### config.mk
export PLATFORM = sky130hd
export DESIGN_NAME = vram_burst_fetch
export DESIGN_NICKNAME = d
export VERILOG_FILES = /design/src/rtl/vram_burst_fetch.sv
export SDC_FILE = /design/constraint.sdc
export NUM_CORES = 1
export LEC_CHECK = 0
export BUFFER_PORTS_ARGS = -buffer_cell sky130_fd_sc_hd__buf_2
export CAP_MARGIN = 30
export CORE_MARGIN = 3
export CORE_UTILIZATION = 45
export CTS_CLUSTER_DIAMETER = 60
export DETAILED_ROUTE_END_ITERATION = 10
export PLACE_DENSITY = 0.72
export REMOVE_ABC_BUFFERS = 1
export SYNTH_ARGS = -nofsm -noshare
export SYNTH_HDL_FRONTEND = slang
export SYNTH_SLANG_ARGS = --single-unit
### constraint.sdc
create_clock -name clk -period 7.8 [get_ports clk]
set_clock_uncertainty 0.1 [all_clocks]
set_input_delay 1.56 -clock clk [delete_from_list [all_inputs] [get_ports clk]]
set_output_delay 1.56 -clock clk [all_outputs]
set_load 0.05 [all_outputs]
### src/rtl/vram_burst_fetch.sv
// Burst-read sequencer: fetches consecutive 32-bit VRAM words over a strobe/ack port and streams them out through a FIFO.
// Optional macro VRAM_BURST_FETCH_STATS_EN adds the stall_cycles lost-arbitration counter.
module vram_burst_fetch #(
    parameter int unsigned FIFO_DEPTH = 8,
    parameter int unsigned LEN_W      = 8
) (
    input  logic             clk,
    input  logic             rst,
    input  logic             start,
    input  logic [14:0]      start_addr,
    input  logic [LEN_W-1:0] length,
    input  logic             abort,
    output logic             busy,
    output logic             done,
    output logic [14:0]      bus_addr,
    output logic             bus_strobe,
    input  logic             bus_ack,
    input  logic [31:0]      bus_rddata,
    output logic [31:0]      out_data,
    output logic             out_valid,
    input  logic             out_ready
`ifdef VRAM_BURST_FETCH_STATS_EN
    ,
    output logic [15:0]      stall_cycles
`endif
);
    localparam int unsigned ADDR_W = 15;
    localparam int unsigned DATA_W = 32;
    localparam int unsigned PTR_W  = $clog2(FIFO_DEPTH);
    localparam int unsigned CNT_W  = PTR_W + 1;

    typedef enum logic [1:0] {IDLE, FETCH, DRAIN} state_t;

    state_t             state_q, state_d;
    logic [ADDR_W-1:0]  last_addr_q;
    logic [LEN_W-1:0]   recv_left_q;
    logic [LEN_W-1:0]   issue_left;
    logic               strobe_q;
    logic               ack_v, accept, flush, busy_d, done_d;

    logic [DATA_W-1:0]  mem_q [FIFO_DEPTH];
    logic [PTR_W-1:0]   rd_ptr_q, wr_ptr_q, rd_next;
    logic [CNT_W-1:0]   count_q, count_d;
    logic               push, pop, head_bypass;

    // Next-state, request generation and address presentation
    always_comb begin
        state_d    = state_q;
        busy_d     = busy;
        done_d     = 1'b0;
        accept     = 1'b0;
        flush      = 1'b0;
        ack_v      = 1'b0;
        bus_strobe = 1'b0;
        bus_addr   = last_addr_q;
        issue_left = recv_left_q;
        if (abort) begin
            state_d = IDLE;
            busy_d  = 1'b0;
            flush   = 1'b1;
        end else begin
            unique case (state_q)
                IDLE: begin
                    if (start) begin
                        accept = 1'b1;
                        if (length != '0) begin
                            state_d = FETCH;
                            busy_d  = 1'b1;
                        end else begin
                            done_d = 1'b1;
                        end
                    end
                end
                FETCH: begin
                    ack_v      = bus_ack & strobe_q;
                    issue_left = recv_left_q - LEN_W'(ack_v);
                    if (ack_v) bus_addr = last_addr_q + ADDR_W'(1);
                    // an ungranted strobe still reserves its FIFO slot until resolved
                    bus_strobe = (issue_left != '0) &&
                                 ((count_q + CNT_W'(strobe_q)) < CNT_W'(FIFO_DEPTH));
                    if (issue_left == '0) state_d = DRAIN;
                end
                DRAIN: begin
                    if (count_q == '0) begin
                        state_d = IDLE;
                        busy_d  = 1'b0;
                        done_d  = 1'b1;
                    end
                end
                default: state_d = IDLE;
            endcase
        end
    end

    // State and registered status outputs
    always_ff @(posedge clk) begin
        if (rst) begin
            state_q <= IDLE;
            busy    <= 1'b0;
            done    <= 1'b0;
        end else begin
            state_q <= state_d;
            busy    <= busy_d;
            done    <= done_d;
        end
    end

    // Burst address and word tracking
    always_ff @(posedge clk) begin
        if (rst) begin
            last_addr_q <= '0;
            recv_left_q <= '0;
            strobe_q    <= 1'b0;
        end else begin
            strobe_q <= bus_strobe;
            if (accept && length != '0) begin
                last_addr_q <= start_addr;
                recv_left_q <= length;
            end else if (state_q == FETCH) begin
                last_addr_q <= bus_addr;
                if (ack_v) recv_left_q <= recv_left_q - LEN_W'(1);
            end
        end
    end

    assign push        = ack_v;
    assign pop         = out_valid & out_ready & ~flush;
    assign count_d     = count_q + CNT_W'(push) - CNT_W'(pop);
    assign rd_next     = rd_ptr_q + PTR_W'(pop);
    assign head_bypass = push && ((count_q - CNT_W'(pop)) == '0);

    // FIFO control; out_data is kept equal to the head entry
    always_ff @(posedge clk) begin
        if (rst) begin
            rd_ptr_q  <= '0;
            wr_ptr_q  <= '0;
            count_q   <= '0;
            out_valid <= 1'b0;
            out_data  <= '0;
        end else if (flush) begin
            rd_ptr_q  <= '0;
            wr_ptr_q  <= '0;
            count_q   <= '0;
            out_valid <= 1'b0;
        end else begin
            if (push) wr_ptr_q <= wr_ptr_q + PTR_W'(1);
            rd_ptr_q  <= rd_next;
            count_q   <= count_d;
            out_valid <= (count_d != '0);
            if (head_bypass)         out_data <= bus_rddata;
            else if (count_d != '0)  out_data <= mem_q[rd_next];
        end
    end

    always_ff @(posedge clk) begin
        if (push) mem_q[wr_ptr_q] <= bus_rddata;
    end

`ifdef VRAM_BURST_FETCH_STATS_EN
    // Cycles whose previous strobe lost arbitration; saturating
    always_ff @(posedge clk) begin
        if (rst || accept) begin
            stall_cycles <= '0;
        end else if (state_q == FETCH && strobe_q && !bus_ack && stall_cycles != 16'hFFFF) begin
            stall_cycles <= stall_cycles + 16'd1;
        end
    end
`endif

    fifo_no_overflow: assert property (@(posedge clk) disable iff (rst)
        push |-> (count_q < CNT_W'(FIFO_DEPTH)));

endmodule

* Yosys cells after proc, flatten, opt, wreduce, memory -nomap -nowiden
Memories as Yosys holds them, arrays and structs flattened. Cells that the tools add are included.
Cells by class: add/sub/neg operators 9, multipliers 0, divide/modulo/power cells 0, $lt $le $gt $ge 1, eq/ne operators 6, shifts and indexed selects 0, multiplexer cells 33, bitwise logic cells 4, reductions and logical operators 20
Operators by type and width (count):
- $mux W15 | 5
- $mux W32 | 2
- $mux W8 | 3
- $mux W1 | 16
- $reduce_bool A8 Y1 | 2
- $add A15 B1 Y15 const B | 1
- $add A4 B1 Y4 | 2
- $logic_not A4 Y1 | 2
- $logic_not A8 Y1 | 1
- $mux W2 | 4
- $ne A2 B2 Y1 const B | 4
- $reduce_and A4 Y1 | 2
- $reduce_bool A2 Y1 | 4
- $sub A4 B1 Y4 | 2
- $sub A8 B1 Y8 | 1
- $sub A8 B1 Y8 const B | 1
- $pmux W2 S3 | 1
- $lt A4 B4 Y1 const B | 1
- $pmux W1 S2 | 2
- $reduce_and A2 Y1 | 2
- $reduce_bool A4 Y1 | 1
- $reduce_or A2 Y1 | 2
- $add A3 B1 Y3 | 1
- $add A3 B1 Y3 const B | 1
- other kinds (6) | 10
Storage, ports and cells: register bits after elaboration 71, latch bits 0, RAM bits 256, bits in read-only memories 0, input bits 61, output and inout bits 51, word-level logic and storage cells 85, memories 1
Memory list:
- mem_q | depth 8, width 32, rd ports 1, clocked after Yosys merged registers in 0, write ports 1, RTL line 41 | logic [DATA_W-1:0] mem_q [FIFO_DEPTH];

* Depth between registers and ports, before layout
depth after elaboration 8, gate-level depth with buffers 13

* Worst setup path after synthesis
No wires, ideal clock.
kind input to register, start point input port abort, end point memory mem_q[0][0] (enable), arrival time 5.538 ns, data required time 7.199 ns, setup slack 1.661 ns, stages 5, cell sequence buf_2 or3_4 buf_6 clkbuf_1 nor4_1
On the way: cells in the longest elaborated chain, start to end 3
Ends and longest elaborated chain:
- from (decl) | RTL line 12 | input logic abort,
- $mux W1 | RTL line 57 | if (abort) begin
- $mux W1 | RTL line 156 | if (push) mem_q[wr_ptr_q] <= bus_rddata;
- $mux W1 (implied by the code) | RTL line 156
- to (decl) | RTL line 41
Every way passes these cells.

* Worst setup path after layout
start point input port abort, end point output port bus_addr[1]
On the way: cells in the longest elaborated chain, start to end 1
Ends and longest elaborated chain:
- $mux W15 | RTL line 57
- to (decl) | RTL line 15 | output logic [14:0] bus_addr,
Every way passes these cells.

==> qor.yml <==
yosys_warnings: 0
clk_pin_slew_ns: 0.06
worstPathMaxFanout: 48
rsz0062_at_grt: "false"
nNetsFinal: 1279
routabilityCongestion: 0.851
dpl_cell_area_um2: 14600
max_freq_mhz: 199
hold_buffers: 0
crit_path_end_kind: "output pin"
worst-endpoint-required_ns: 6.14
diodes: 0
portBuffers: 111
area_of_the_mapped_netlist_um2: 13600
worst_skew_pair.late_latency_ns: 0.51
pin_slew_with_the_least_headroom_to_its_limit_ns: 0.846
cts-root-to-sink-buffers: 3
yosysUniqueCellTypes: 57
route.detailed.vias_per_inst: 5.70
critical_path_arrival_ns: 3.36
grt-ovfl-total: 0
max_cap_violations: 0
cts_root_buf: "sky130_fd_sc_hd__clkbuf_16"
routedWlPerCell_um: 19.9
clock_tree_from_tritoncts: "built"
grt_pass1_vias: 9351
post_route_drc_violation_count: 0
route.vias.total: 9224
route.final.wire_length_um: 32200
die_w_um: 180
drt-pass1-iter-count: 5
maximum_level_of_the_cts_h_tree: 2
final_core_density_pct: 52.8
outcome: "completed"
die-height_um: 180
placedCellCount: 1556
layout-drive-gt1-share_pct: 17.3
cellPowerDensity_nw_per_um2: 228
post-route-cell-area_um2: 15700
num_rows: 63
ant_nets: 0
ys.flop_type: "sky130_fd_sc_hd__edfxtp_1"
wire_length_of_the_first_global_routing_pass_um: 50700
ctsResizeCount: 0
met1_routed_length_um: 13500
hpwl_um: 17200
stdcell_count: 1619
final.min_clock_period_ns: 5.02
layout-area-overhead-vs-synth_pct: 15.1
met3RoutedLength_um: 2590
netlist_instances: 1104
gr-usage-all-layers_pct: 19.5
start_kind: "input port"
ys_seq_elements: 327
syn-mean-instance-area_um2: 12.3
grt_start_max_net_pins: 59
synth-edff-count: 256
topRoutingLayerUsed: "met5"
initialDrtViolationCount: 767
static-leakage-power_nw: 5.51
postSynth.asyncResetShare_pct: 0
die_area_um2: 32400
clock-sinks: 327
slew_viol_final: 0
peakVddDrop_uv: 155
cts_made_buffers: 35
worst-setup-path-type: "in -> out"
wl_met2_um: 15400
initial_antenna_violation_count: 2
synth-seq-area-share_pct: 66.9
report.final.hold_viol_count: 0
power_mw: 3.57
report.final.setup_viol: 0
post-cts-setup-buffers: 0
timing.max_slew.rel_slack_pct: 43.6
hp-class: "reg -> reg"
core_area_um2: 29700
io-pin-count: 112
post-route-period-util_pct: 64.4
initial_core_util_pct: 45.9
[worst paths after layout]
kind	startpoint	end	depth (start not counted)	slack [ns]
max	abort	bus_addr[1]	5	2.78
min reg2reg	out_data[29]$_SDFFE_PP0P_	out_data[29]$_SDFFE_PP0P_	1	0.36
max reg2reg	state_q[1]$_SDFFE_PP0P_	out_data[5]$_SDFFE_PP0P_	10	3.52
min	out_data[29]$_SDFFE_PP0P_	out_data[29]$_SDFFE_PP0P_	1	0.36
[routing by layer]
metal  GRT usage, %  up-vias
li1               -     4284
met1           26.0     4511
met2           32.5      366
met3           4.04       59
met4           5.68        4
met5              0        -
[state kept, by name (all words and copies together), names as in the netlist]
signal       cells
strobe_q         1
last_addr_q     15
wr_ptr_q         3
rd_ptr_q         3
recv_left_q      8
out_data        32
mem_q          256
busy             1
done             1
count_q          4
state_q          2
out_valid        1
[cells by family (layout without fill, tap and decap cells)]
| kind of cell | count (synthesis) | after routing | share of synthesized area, % |
|---|---|---|---|
| XOR/XNOR | 21 | 21 | 1.35 |
| AO/OA/AOI/OAI | 174 | 174 | 10.1 |
| buffers and inverters | 116 | 241 | 3.74 |
| adder cells (fa/ha/maj) | 15 | 15 | 1.43 |
| multiplexers | 33 | 33 | 2.43 |
| flip-flops | 327 | 327 | 66.9 |
| AND/OR/NAND/NOR | 418 | 418 | 14.1 |
[power by group]
part	switching [mW]	internal [mW]	total [mW]
combinational	0.0761	0.0335	0.110
clock	0.662	0.907	1.57
sequential	0.00990	1.88	1.89
[worst max-delay path, cell delays in order]
cell and delay, ns:
sky130_fd_sc_hd__buf_2 0.17, sky130_fd_sc_hd__or3_4 0.68, sky130_fd_sc_hd__inv_2 0.35, sky130_fd_sc_hd__mux2_1 0.37, sky130_fd_sc_hd__buf_2 0.22
[per-stage QoR]
step	TNS (ns)	hold slack (ns)	setup slack, ns
final	0	0.361	2.78
after global routing	0	0.384	2.66
after CTS	0	0.362	2.77
after detailed placement	0	0.345	2.68
after global placement	0	0.343	2.78
after floorplan	-23.59	0.340	-0.749
[cell usage after synthesis, drive strengths merged (5+ instances only)]
library cell  count  area, um^2
nor2             36         143
a32oi            35         307
and2              8        51.3
nand3            69         345
o21ai            19        95.1
a22oi             6        50.1
nand2           221         830
a31oi            10        62.6
nand2b            5        38.8
xor2              5        43.8
or2               5        31.3
inv              48         180
dfxtp            71        1420
mux2i            32         320
buf              26         171
a21oi            23         115
clkbuf           42         158
nor4              8        68.8
nor2b             5        31.3
ha               14         175
nor3             44         220
o2bb2ai          33         289
a41oi            34         298
xnor2            16         140
edfxtp          256        7690
[layout make-up]
cell class	instances	area [um^2]
sequential	327	9110
timing repair buffer	130	698
clock inverter	18	185
multi-input combinational	661	4110
clock buffer	45	913
fill	2463	14000
tap	390	488
inverter	48	180
[cells in the final DEF, fill, tap and decap left out, types with 4 or more instances in the layout]
master and count:
sky130_fd_sc_hd__a21oi_1 23, sky130_fd_sc_hd__a22oi_1 5, sky130_fd_sc_hd__a31oi_1 10, sky130_fd_sc_hd__a32oi_1 35, sky130_fd_sc_hd__a41oi_1 34, sky130_fd_sc_hd__and2_1 7, sky130_fd_sc_hd__buf_2 111, sky130_fd_sc_hd__buf_4 19
sky130_fd_sc_hd__clkbuf_1 10, sky130_fd_sc_hd__clkbuf_16 35, sky130_fd_sc_hd__clkinv_1 4, sky130_fd_sc_hd__clkinv_2 6, sky130_fd_sc_hd__dfxtp_1 71, sky130_fd_sc_hd__edfxtp_1 256, sky130_fd_sc_hd__ha_1 14, sky130_fd_sc_hd__inv_1 47
sky130_fd_sc_hd__mux2i_1 32, sky130_fd_sc_hd__nand2_1 221, sky130_fd_sc_hd__nand2b_1 4, sky130_fd_sc_hd__nand3_1 69, sky130_fd_sc_hd__nor2_1 29, sky130_fd_sc_hd__nor2_2 4, sky130_fd_sc_hd__nor3_1 40, sky130_fd_sc_hd__nor3_2 4
sky130_fd_sc_hd__nor4_1 4, sky130_fd_sc_hd__nor4_2 4, sky130_fd_sc_hd__o21ai_0 5, sky130_fd_sc_hd__o21ai_1 14, sky130_fd_sc_hd__o2bb2ai_1 33, sky130_fd_sc_hd__xnor2_1 15, sky130_fd_sc_hd__xor2_1 4
(Power assumes the default switching activity.)
